==> src/rtl/solver_iter_ctrl.sv <==
// Sequencer for one multi-limb fixed-point escape-time solver datapath.
// Walks load, optional abs pass, limb-serial squaring, flush and divergence check per pixel job.
//
// state        | meaning
// -------------+--------------------------------------------------------------
// S_IDLE       | waiting for a job; job_ready high
// S_ABS        | Burning Ship abs pass, limb N-1 down to 0, one per cycle
// S_ABS_FLUSH  | drain datapath after abs pass (FLUSH_WAIT+1 cycles)
// S_ITER       | partial-product steps, k=N..0, p=0..k>>1, two cycles per p
// S_ITER_FLUSH | drain datapath after squaring (FLUSH_WAIT+1 cycles)
// S_CHECK      | sample diverged, decide escape / limit / next iteration
// S_DONE       | result presented until res_ready
module solver_iter_ctrl #(
   parameter int LIMB_INDEX_BITS = 6,
   parameter int ITER_BITS       = 16,
   parameter int FLUSH_WAIT      = 4
) (
   input  logic                       clock,
   input  logic                       reset_n,
   input  logic [LIMB_INDEX_BITS-1:0] cfg_num_limbs,
   input  logic [ITER_BITS-1:0]       cfg_iter_lim,
   input  logic                       cfg_mode,
   input  logic                       job_valid,
   output logic                       job_ready,
   input  logic                       abort,
   output logic                       step_valid,
   output logic [LIMB_INDEX_BITS-1:0] zre_rd_ind,
   output logic [LIMB_INDEX_BITS-1:0] zim_rd_ind,
   output logic                       step_flip,
   output logic                       step_first,
   output logic                       abs_en,
   output logic                       z_wr_en,
   output logic [LIMB_INDEX_BITS-1:0] z_wr_ind,
   input  logic                       diverged,
   output logic                       res_valid,
   input  logic                       res_ready,
   output logic [ITER_BITS-1:0]       res_count,
   output logic                       res_escaped
);

   localparam int FW_BITS = (FLUSH_WAIT < 1) ? 1 : $clog2(FLUSH_WAIT + 1);

   typedef enum logic [2:0] {
      S_IDLE,
      S_ABS,
      S_ABS_FLUSH,
      S_ITER,
      S_ITER_FLUSH,
      S_CHECK,
      S_DONE
   } state_t;

   state_t state_q, state_d;

   logic [LIMB_INDEX_BITS-1:0] n_q;
   logic [LIMB_INDEX_BITS-1:0] k_q;
   logic [LIMB_INDEX_BITS-1:0] p_q;
   logic [LIMB_INDEX_BITS-1:0] abs_ind_q;
   logic                       flip_q;
   logic [FW_BITS-1:0]         flush_q;
   logic [ITER_BITS-1:0]       lim_q;
   logic [ITER_BITS-1:0]       count_q;
   logic                       mode_q;
   logic                       escaped_q;

   logic [LIMB_INDEX_BITS-1:0] half_k;
   logic [LIMB_INDEX_BITS-1:0] k_minus_p;
   logic                       pair_end;
   logic                       iter_last;
   logic                       iter_commit;
   logic                       flush_done;
   logic                       chk_escape;
   logic                       chk_limit;
   logic                       job_accept;

   assign half_k      = k_q >> 1;
   assign k_minus_p   = k_q - p_q;
   assign pair_end    = flip_q && (p_q == half_k);
   assign iter_last   = pair_end && (k_q == '0);
   // Limb N is only a carry-in contribution; limbs below N are committed.
   assign iter_commit = (state_q == S_ITER) && pair_end && (k_q < n_q);
   assign flush_done  = (flush_q == '0);
   // At count 0 z is still zero, so a divergence indication there is meaningless.
   assign chk_escape  = diverged && (count_q != '0);
   assign chk_limit   = (count_q == (lim_q - ITER_BITS'(1)));
   assign job_accept  = (state_q == S_IDLE) && job_valid && !abort;

   always_ff @(posedge clock or negedge reset_n) begin
      if (!reset_n) begin
         state_q <= S_IDLE;
      end else begin
         state_q <= state_d;
      end
   end

   always_comb begin
      state_d     = state_q;
      job_ready   = 1'b0;
      step_valid  = 1'b0;
      zre_rd_ind  = '0;
      zim_rd_ind  = '0;
      step_flip   = 1'b0;
      step_first  = 1'b0;
      abs_en      = 1'b0;
      z_wr_en     = 1'b0;
      z_wr_ind    = '0;
      res_valid   = 1'b0;

      case (state_q)
         S_IDLE: begin
            job_ready = 1'b1;
            if (job_valid) state_d = S_ITER;
         end
         S_ABS: begin
            abs_en     = 1'b1;
            z_wr_en    = 1'b1;
            z_wr_ind   = abs_ind_q;
            zre_rd_ind = abs_ind_q;
            if (abs_ind_q == '0) state_d = S_ABS_FLUSH;
         end
         S_ABS_FLUSH: begin
            if (flush_done) state_d = S_ITER;
         end
         S_ITER: begin
            step_valid = 1'b1;
            step_flip  = flip_q;
            step_first = (p_q == '0) && !flip_q;
            zre_rd_ind = flip_q ? p_q : k_minus_p;
            zim_rd_ind = flip_q ? k_minus_p : p_q;
            if (iter_commit) begin
               z_wr_en  = 1'b1;
               z_wr_ind = k_q;
            end
            if (iter_last) state_d = S_ITER_FLUSH;
         end
         S_ITER_FLUSH: begin
            if (flush_done) state_d = S_CHECK;
         end
         S_CHECK: begin
            if (chk_escape || chk_limit) state_d = S_DONE;
            else if (mode_q)             state_d = S_ABS;
            else                         state_d = S_ITER;
         end
         S_DONE: begin
            res_valid = 1'b1;
            if (res_ready) state_d = S_IDLE;
         end
         default: state_d = S_IDLE;
      endcase

      // Abort outranks every other event, including a new job in IDLE.
      if (abort) state_d = S_IDLE;
   end

   always_ff @(posedge clock or negedge reset_n) begin
      if (!reset_n) begin
         n_q       <= '0;
         k_q       <= '0;
         p_q       <= '0;
         abs_ind_q <= '0;
         flip_q    <= 1'b0;
         flush_q   <= '0;
         lim_q     <= '0;
         count_q   <= '0;
         mode_q    <= 1'b0;
         escaped_q <= 1'b0;
      end else begin
         if (job_accept) begin
            n_q       <= cfg_num_limbs;
            lim_q     <= cfg_iter_lim;
            mode_q    <= cfg_mode;
            count_q   <= '0;
            escaped_q <= 1'b0;
         end

         if (state_d == S_ITER && state_q != S_ITER) begin
            k_q    <= (state_q == S_IDLE) ? cfg_num_limbs : n_q;
            p_q    <= '0;
            flip_q <= 1'b0;
         end else if (state_q == S_ITER) begin
            if (flip_q) begin
               flip_q <= 1'b0;
               if (pair_end) begin
                  p_q <= '0;
                  k_q <= k_q - LIMB_INDEX_BITS'(1);
               end else begin
                  p_q <= p_q + LIMB_INDEX_BITS'(1);
               end
            end else begin
               flip_q <= 1'b1;
            end
         end

         if ((state_d == S_ITER_FLUSH && state_q != S_ITER_FLUSH) ||
             (state_d == S_ABS_FLUSH  && state_q != S_ABS_FLUSH)) begin
            flush_q <= FW_BITS'(FLUSH_WAIT);
         end else if ((state_q == S_ITER_FLUSH || state_q == S_ABS_FLUSH) && !flush_done) begin
            flush_q <= flush_q - FW_BITS'(1);
         end

         if (state_d == S_ABS && state_q != S_ABS) begin
            abs_ind_q <= n_q - LIMB_INDEX_BITS'(1);
         end else if (state_q == S_ABS && abs_ind_q != '0) begin
            abs_ind_q <= abs_ind_q - LIMB_INDEX_BITS'(1);
         end

         if (state_q == S_CHECK) begin
            if (state_d == S_DONE) begin
               escaped_q <= chk_escape;
            end else if (state_d == S_ITER || state_d == S_ABS) begin
               count_q <= count_q + ITER_BITS'(1);
            end
         end
      end
   end

   assign res_count   = count_q;
   assign res_escaped = escaped_q;

endmodule

==> config.mk <==
export PLATFORM = sky130hd
export DESIGN_NAME = solver_iter_ctrl
export DESIGN_NICKNAME = d
export VERILOG_FILES = /design/src/rtl/solver_iter_ctrl.sv
export SDC_FILE = /design/constraint.sdc
export NUM_CORES = 1
export LEC_CHECK = 0
export CAP_MARGIN = 20
export CORE_MARGIN = 2
export CORE_UTILIZATION = 55
export DETAILED_ROUTE_END_ITERATION = 7
export PLACE_DENSITY = 0.8
export SYNTH_ARGS = -nofsm -noshare
export SYNTH_HDL_FRONTEND = slang
export SYNTH_SLANG_ARGS = --single-unit
export TNS_END_PERCENT = 100
==> constraint.sdc <==
create_clock -name clock -period 4.6 [get_ports clock]
set_input_delay 0.92 -clock clock [delete_from_list [all_inputs] [get_ports clock]]
set_output_delay 0.92 -clock clock [all_outputs]
set_load 0.02 [all_outputs]
---- Word-level counts from Yosys, hierarchy flattened ----
Cells that the tools add are included.
storage, ports and cells
  output and inout bits ................... 42
  bits of input ports ..................... 29
  register bits after elaboration ......... 65
  word-level logic and storage cells ...... 119
cells by class
  $lt $le $gt $ge ......................... 1
  equal/unequal tests ..................... 17
  reduce and logical (&&, ||, !) cells .... 35
  multiplexer cells ....................... 47
  $add $sub $neg .......................... 8
operators by type and width
  operator                                                               count
  6-bit 2-to-1 mux                                                       15
  16-bit 2-to-1 mux                                                      4
  3-bit 2-to-1 mux                                                       10
  6-bit case mux with 2 select lines                                     2
  3-bit case mux with 7 select lines                                     1
  6-bit logical NOT                                                      3
  6-bit by 1-bit subtractor with 6-bit output (second input constant)    3
  16-bit by 1-bit adder with 16-bit output (second input constant)       1
  16-bit == test                                                         1
  16-bit nonzero test                                                    1
  16-bit by 1-bit subtractor with 16-bit output (second input constant)  1
  3-bit == test (second input constant)                                  5
  1-bit logical AND                                                      14
  1-bit 2-to-1 mux                                                       13
  3-bit by 2-bit == test with 1-bit output (second input constant)       4
  2-bit nonzero test                                                     5
  6-bit by 1-bit adder with 6-bit output (second input constant)         1
  3-bit by 1-bit == test with 1-bit output (second input constant)       2
  6-bit by 5-bit == test with 1-bit output                               1
  3-bit logical NOT                                                      2
  6-bit less-than comparator                                             1
  3-bit by 2-bit != test with 1-bit output (second input constant)       2
  6-bit nonzero test                                                     1
  6-bit subtractor                                                       1
  other kinds (9)                                                        14

---- Logic depth before layout (Yosys ltp) ----
  depth in word-level cells ............... 11
  depth in mapped cells ................... 16
  depth with buffers taken out ............ 15

---- Worst setup path after synthesis ----
No wires, ideal clock.
  path kind ............................... register -> output
  start ................................... register k_q[5]
  end ..................................... output z_wr_ind[0]
  buffers on the path ..................... 2
  stages on the path, launching flop included .. 10
  slack ................................... 1.094 ns
  arrival ................................. 2.586 ns
  path through ............................ dfrtp_1 -> clkbuf_1 -> xor2_1 -> nor3_1 -> and4b_1 -> and2_1 -> buf_2 -> or4b_1 -> a21oi_1 -> a22o_1
on the way
  longest elaborated chain between the ends .. 6
RTL lines
  element                                                                             RTL line  text
  start, declared                                                                     56        logic [LIMB_INDEX_BITS-1:0] k_q;
  start signal, assigned                                                              177       k_q <= (state_q == S_IDLE) ? cfg_num_limbs : n_q;
  start signal, assigned                                                              185       k_q <= k_q - LIMB_INDEX_BITS'(1);
  parallel branches: the longest is 3 deep, another holds 6-bit less-than comparator  --
  1-bit logical AND *                                                                 81        assign iter_commit = (state_q == S_ITER) && pair_end && (k_q < n_q);
  6-bit 2-to-1 mux *                                                                  130       if (iter_commit) begin
  6-bit case mux with 2 select lines *                                                109       case (state_q)
  end, declared                                                                       33        output logic [LIMB_INDEX_BITS-1:0] z_wr_ind,
Mark *: on every way between the ends.

---- Final worst setup path ----
  start ................................... register k_q[5]
  end ..................................... output z_wr_ind[5]
on the way
  longest elaborated chain between the ends .. 6
RTL lines
  element                                                                             RTL line
  parallel branches: the longest is 4 deep, another holds 6-bit less-than comparator  --
  6-bit 2-to-1 mux *                                                                  130
  6-bit case mux with 2 select lines *                                                109
Marks and branches as above.

==> out/qor.csv <==
metric,value,unit
placer's final routability congestion estimate,0.975,
# setup viols final,0,
"EDFF count, synth",0,
r2r endpoint,abs_ind_q[4],
Syn Std Cell Area,5070,µm²
Hold Crit Class,reg2reg,
Die X,100,µm
post-route DRC violation count,0,
Leak,2.61,nW
root buffer cell,clkbuf_8,
Final nets,704,
r2r startpoint,res_count[0],
Worst Skew,0.0154,ns
initial antenna violation count,0,
critical path type,reg2out,
"CP delay by family, top",simple AND/OR/NAND/NOR gates,
Critical Path RT,3.68,ns
dpl hpwl,10.4,mm
register area share after synthesis,32.1,%
global route overflow,0,
crit-path max FO,7,
Starting Density,55.7,%
post-DR wirelength/cell,18.0,µm
Final Hold Vio Count,0,
Sw Share,43.6,%
Layout Area Growth over Synthesis,19.1,%
post-synth top area share,32.1,%
Tot GR Track Use,29.3,%
met2 Use GR,50.3,%
CTS Buf Count,9,
Power Total,2.81,mW
Slew Limit Fails,0,
Synth Area in Compound Gates,15.8,%
PD cells,466,nW/µm²
largest net degree at the start of global routing,39,
total wire length,13.9,mm
Async SR Flop Fraction,100,%
slowest cell delay on critical path,0.60,ns
end of the critical path,z_wr_ind[5],
Vias/cell,6.11,
I/O pin count,71,
multiplexer share of the synthesized area,8.36,%
Die ar.,10000,µm²
Die Y,100,µm
max-cap viol count,0,
first-pass GRT wire length,23.2,mm
power share of the clock group,17.5,%
vias in the first global route,4717,
syn avg cell area,8.51,µm²
largest family of logic cells by synthesized area,simple AND/OR/NAND/NOR gates,
clock buffer depth,2,
hold path depth,2,
clk_lat worst skew,0.36,ns
Post-Synth XOR/XNOR Area,8.11,%
Layout Cells excl Fill,771,
DRT iter0 DRCs,342,
adder-cell area share of the yosys netlist,5.08,%
cell count after synthesis,596,
Core ar.,9110,µm²
critical-path cell list,xor2_1 > nor3_1 > and4b_1 > and2_1 > or4b_1 > a21oi_2 > a22o_1 > clkdlybuf4s50_1,
diode count,0,
share of cells above drive strength 1,8.48,%
combinational group share of total power,48.3,%
outcome,completed,
syn nets,645,
yosys synthesis warning count,0,
Synth area leader,dfrtp_1,
row cnt,35,
Startpoint Class,flop,
CP max stage cell,clkdlybuf4s50_1,
sw power,1.23,mW
# placed instances,755,
Tightest Pin Transition,0.665,ns
Synth Area in Simple Gates,24.7,%
"top cells by area, synth","dfrtp_1 (32%), mux2i_1 (7.7%), nand2_1 (6.8%), ha_1 (4.7%), xnor2_1 (4.3%)",
Critical Path Source,k_q[5],
Reg2Reg Setup Slack,0.86,ns
grt peak-use layer,met2,
CTS tree,done,
Levels on crit path,8,
Port Buffers,70,
ys flop type,dfrtp_1,
Final Critical Period,4.45,ns
"Reg clk slew, reported paths",0.08,ns
number of distinct library cells after synthesis,76,
relative slew slack,55.7,%
TritonRoute pass-1 iters,5,
most frequent cell after synthesis,nand2_1,
clk sinks,65,
worst ir drop on vdd,0.000231,V
Post-synth top cells,"nand2_1 (92), dfrtp_1 (65), mux2i_1 (39), inv_1 (36), nor2_1 (34)",
H-tree Lvls,3,
DR vias,4714,
fin area,6040,µm²
setup bufs post-CTS,0,
cells on worst reg2reg path,15,
fin crit share,96.8,%
hold buffer count at cts,0,
GR Util met3,5.64,%
CP Buf/Inv Count,1,
Post-DP Area,5850,µm²
Final ANT Viol Nets,0,
#FFs+latches synth,65,
P_int,1.59,mW
CP endpoint kind,output pin,
fmax,225,MHz
Critical Path AT,3.53,ns
met1 usage,36.6,%
Seq pwr share,34.2,%
layer usage:
layer	wire length [µm]	part of all wire, %
met5	0	0
met4	307	2.2
met3	809	5.8
met2	7040	51
met1	5730	41
layout make-up:
cell class,instances,area [µm²]
Fill cell,771,3060
Timing Repair Buffer,81,798
Inverter,36,135
Sequential cell,65,1630
Multi-Input combinational cell,462,3150
Clock buffer,9,124
Clock inverter,7,71.3
Tap cell,111,139
worst reg2reg max path, cell delays in order, from the launching register on:
cell and delay (ns):
dfrtp_1 0.50, inv_1 0.10, ha_1 0.16, nor4b_1 0.23, a41oi_1 0.16, buf_4 0.19, a21o_1 0.19, a21o_1 0.33
a2111oi_2 0.57, nand2_4 0.19, mux2i_1 0.19, ha_1 0.23, nand2_1 0.10, nor3_1 0.23, xnor2_1 0.16, mux2i_1 0.09
power by group through the flow:
| stage | registers (mW) | logic, mW | clock network [mW] |
|---|---|---|---|
| after floorplan | 0.863 | 1.02 | 0 |
| after global placement | 0.950 | 1.27 | 0 |
| after detailed placement | 0.964 | 1.33 | 0 |
| after CTS | 0.953 | 1.35 | 0.496 |
| after global routing | 0.982 | 1.52 | 0.520 |
| final | 0.961 | 1.36 | 0.494 |
what timing repair did:
| action | CTS | global route |
|---|---|---|
| endpoints found under the hold margin | 0 | 0 |
| setup endpoints to repair | 0 | 7 |
| resized for setup | 0 | 1 |
per-stage QoR:
stage	hold WS, ns	TNS (ns)	utilization, %	setup WS (ns)
3_5_place_dp	0.493	0	64.2	0.400
6_report	0.518	0	66.4	0.148
4_1_cts	0.514	0	66.3	0.00370
2_1_floorplan	0.446	0	-	1.09
5_1_grt	0.545	-0.00877	66.4	-0.00760
3_3_place_gp	0.483	0	63.9	0.536
registers in the layout, indices dropped and copies added (netlist names), 3 cells and up:
name,count
n_q,6
lim_q,16
k_q,6
res_count,16
flush_q,3
p_q,6
abs_ind_q,6
state_q,3
cells by family after synthesis:
kind of cell | after synthesis
mux | 42
simple gates | 242
buf+inv | 69
flops | 65
fa+ha+maj | 20
compound gates | 111
xor+xnor | 47
cell usage in the layout, fill, tap and decap left out, drive strengths merged, types with 20 or more instances in the layout:
master / n
a21oi: 20
clkdlybuf4s50: 69
dfrtp: 65
inv: 36
mux2i: 39
nand2: 94
nor2: 34
nor3: 22
xnor2: 25
xor2: 22
how the worst min path moves through the flow:
stage,from,to,slack (ns)
finish,mode_q,mode_q,0.52
global route,mode_q,mode_q,0.55
CTS,mode_q,mode_q,0.51
detailed placement,mode_q,mode_q,0.49
global placement,mode_q,mode_q,0.48
floorplan,mode_q,mode_q,0.45
No activity file was read; power rests on OpenSTA's default activity.
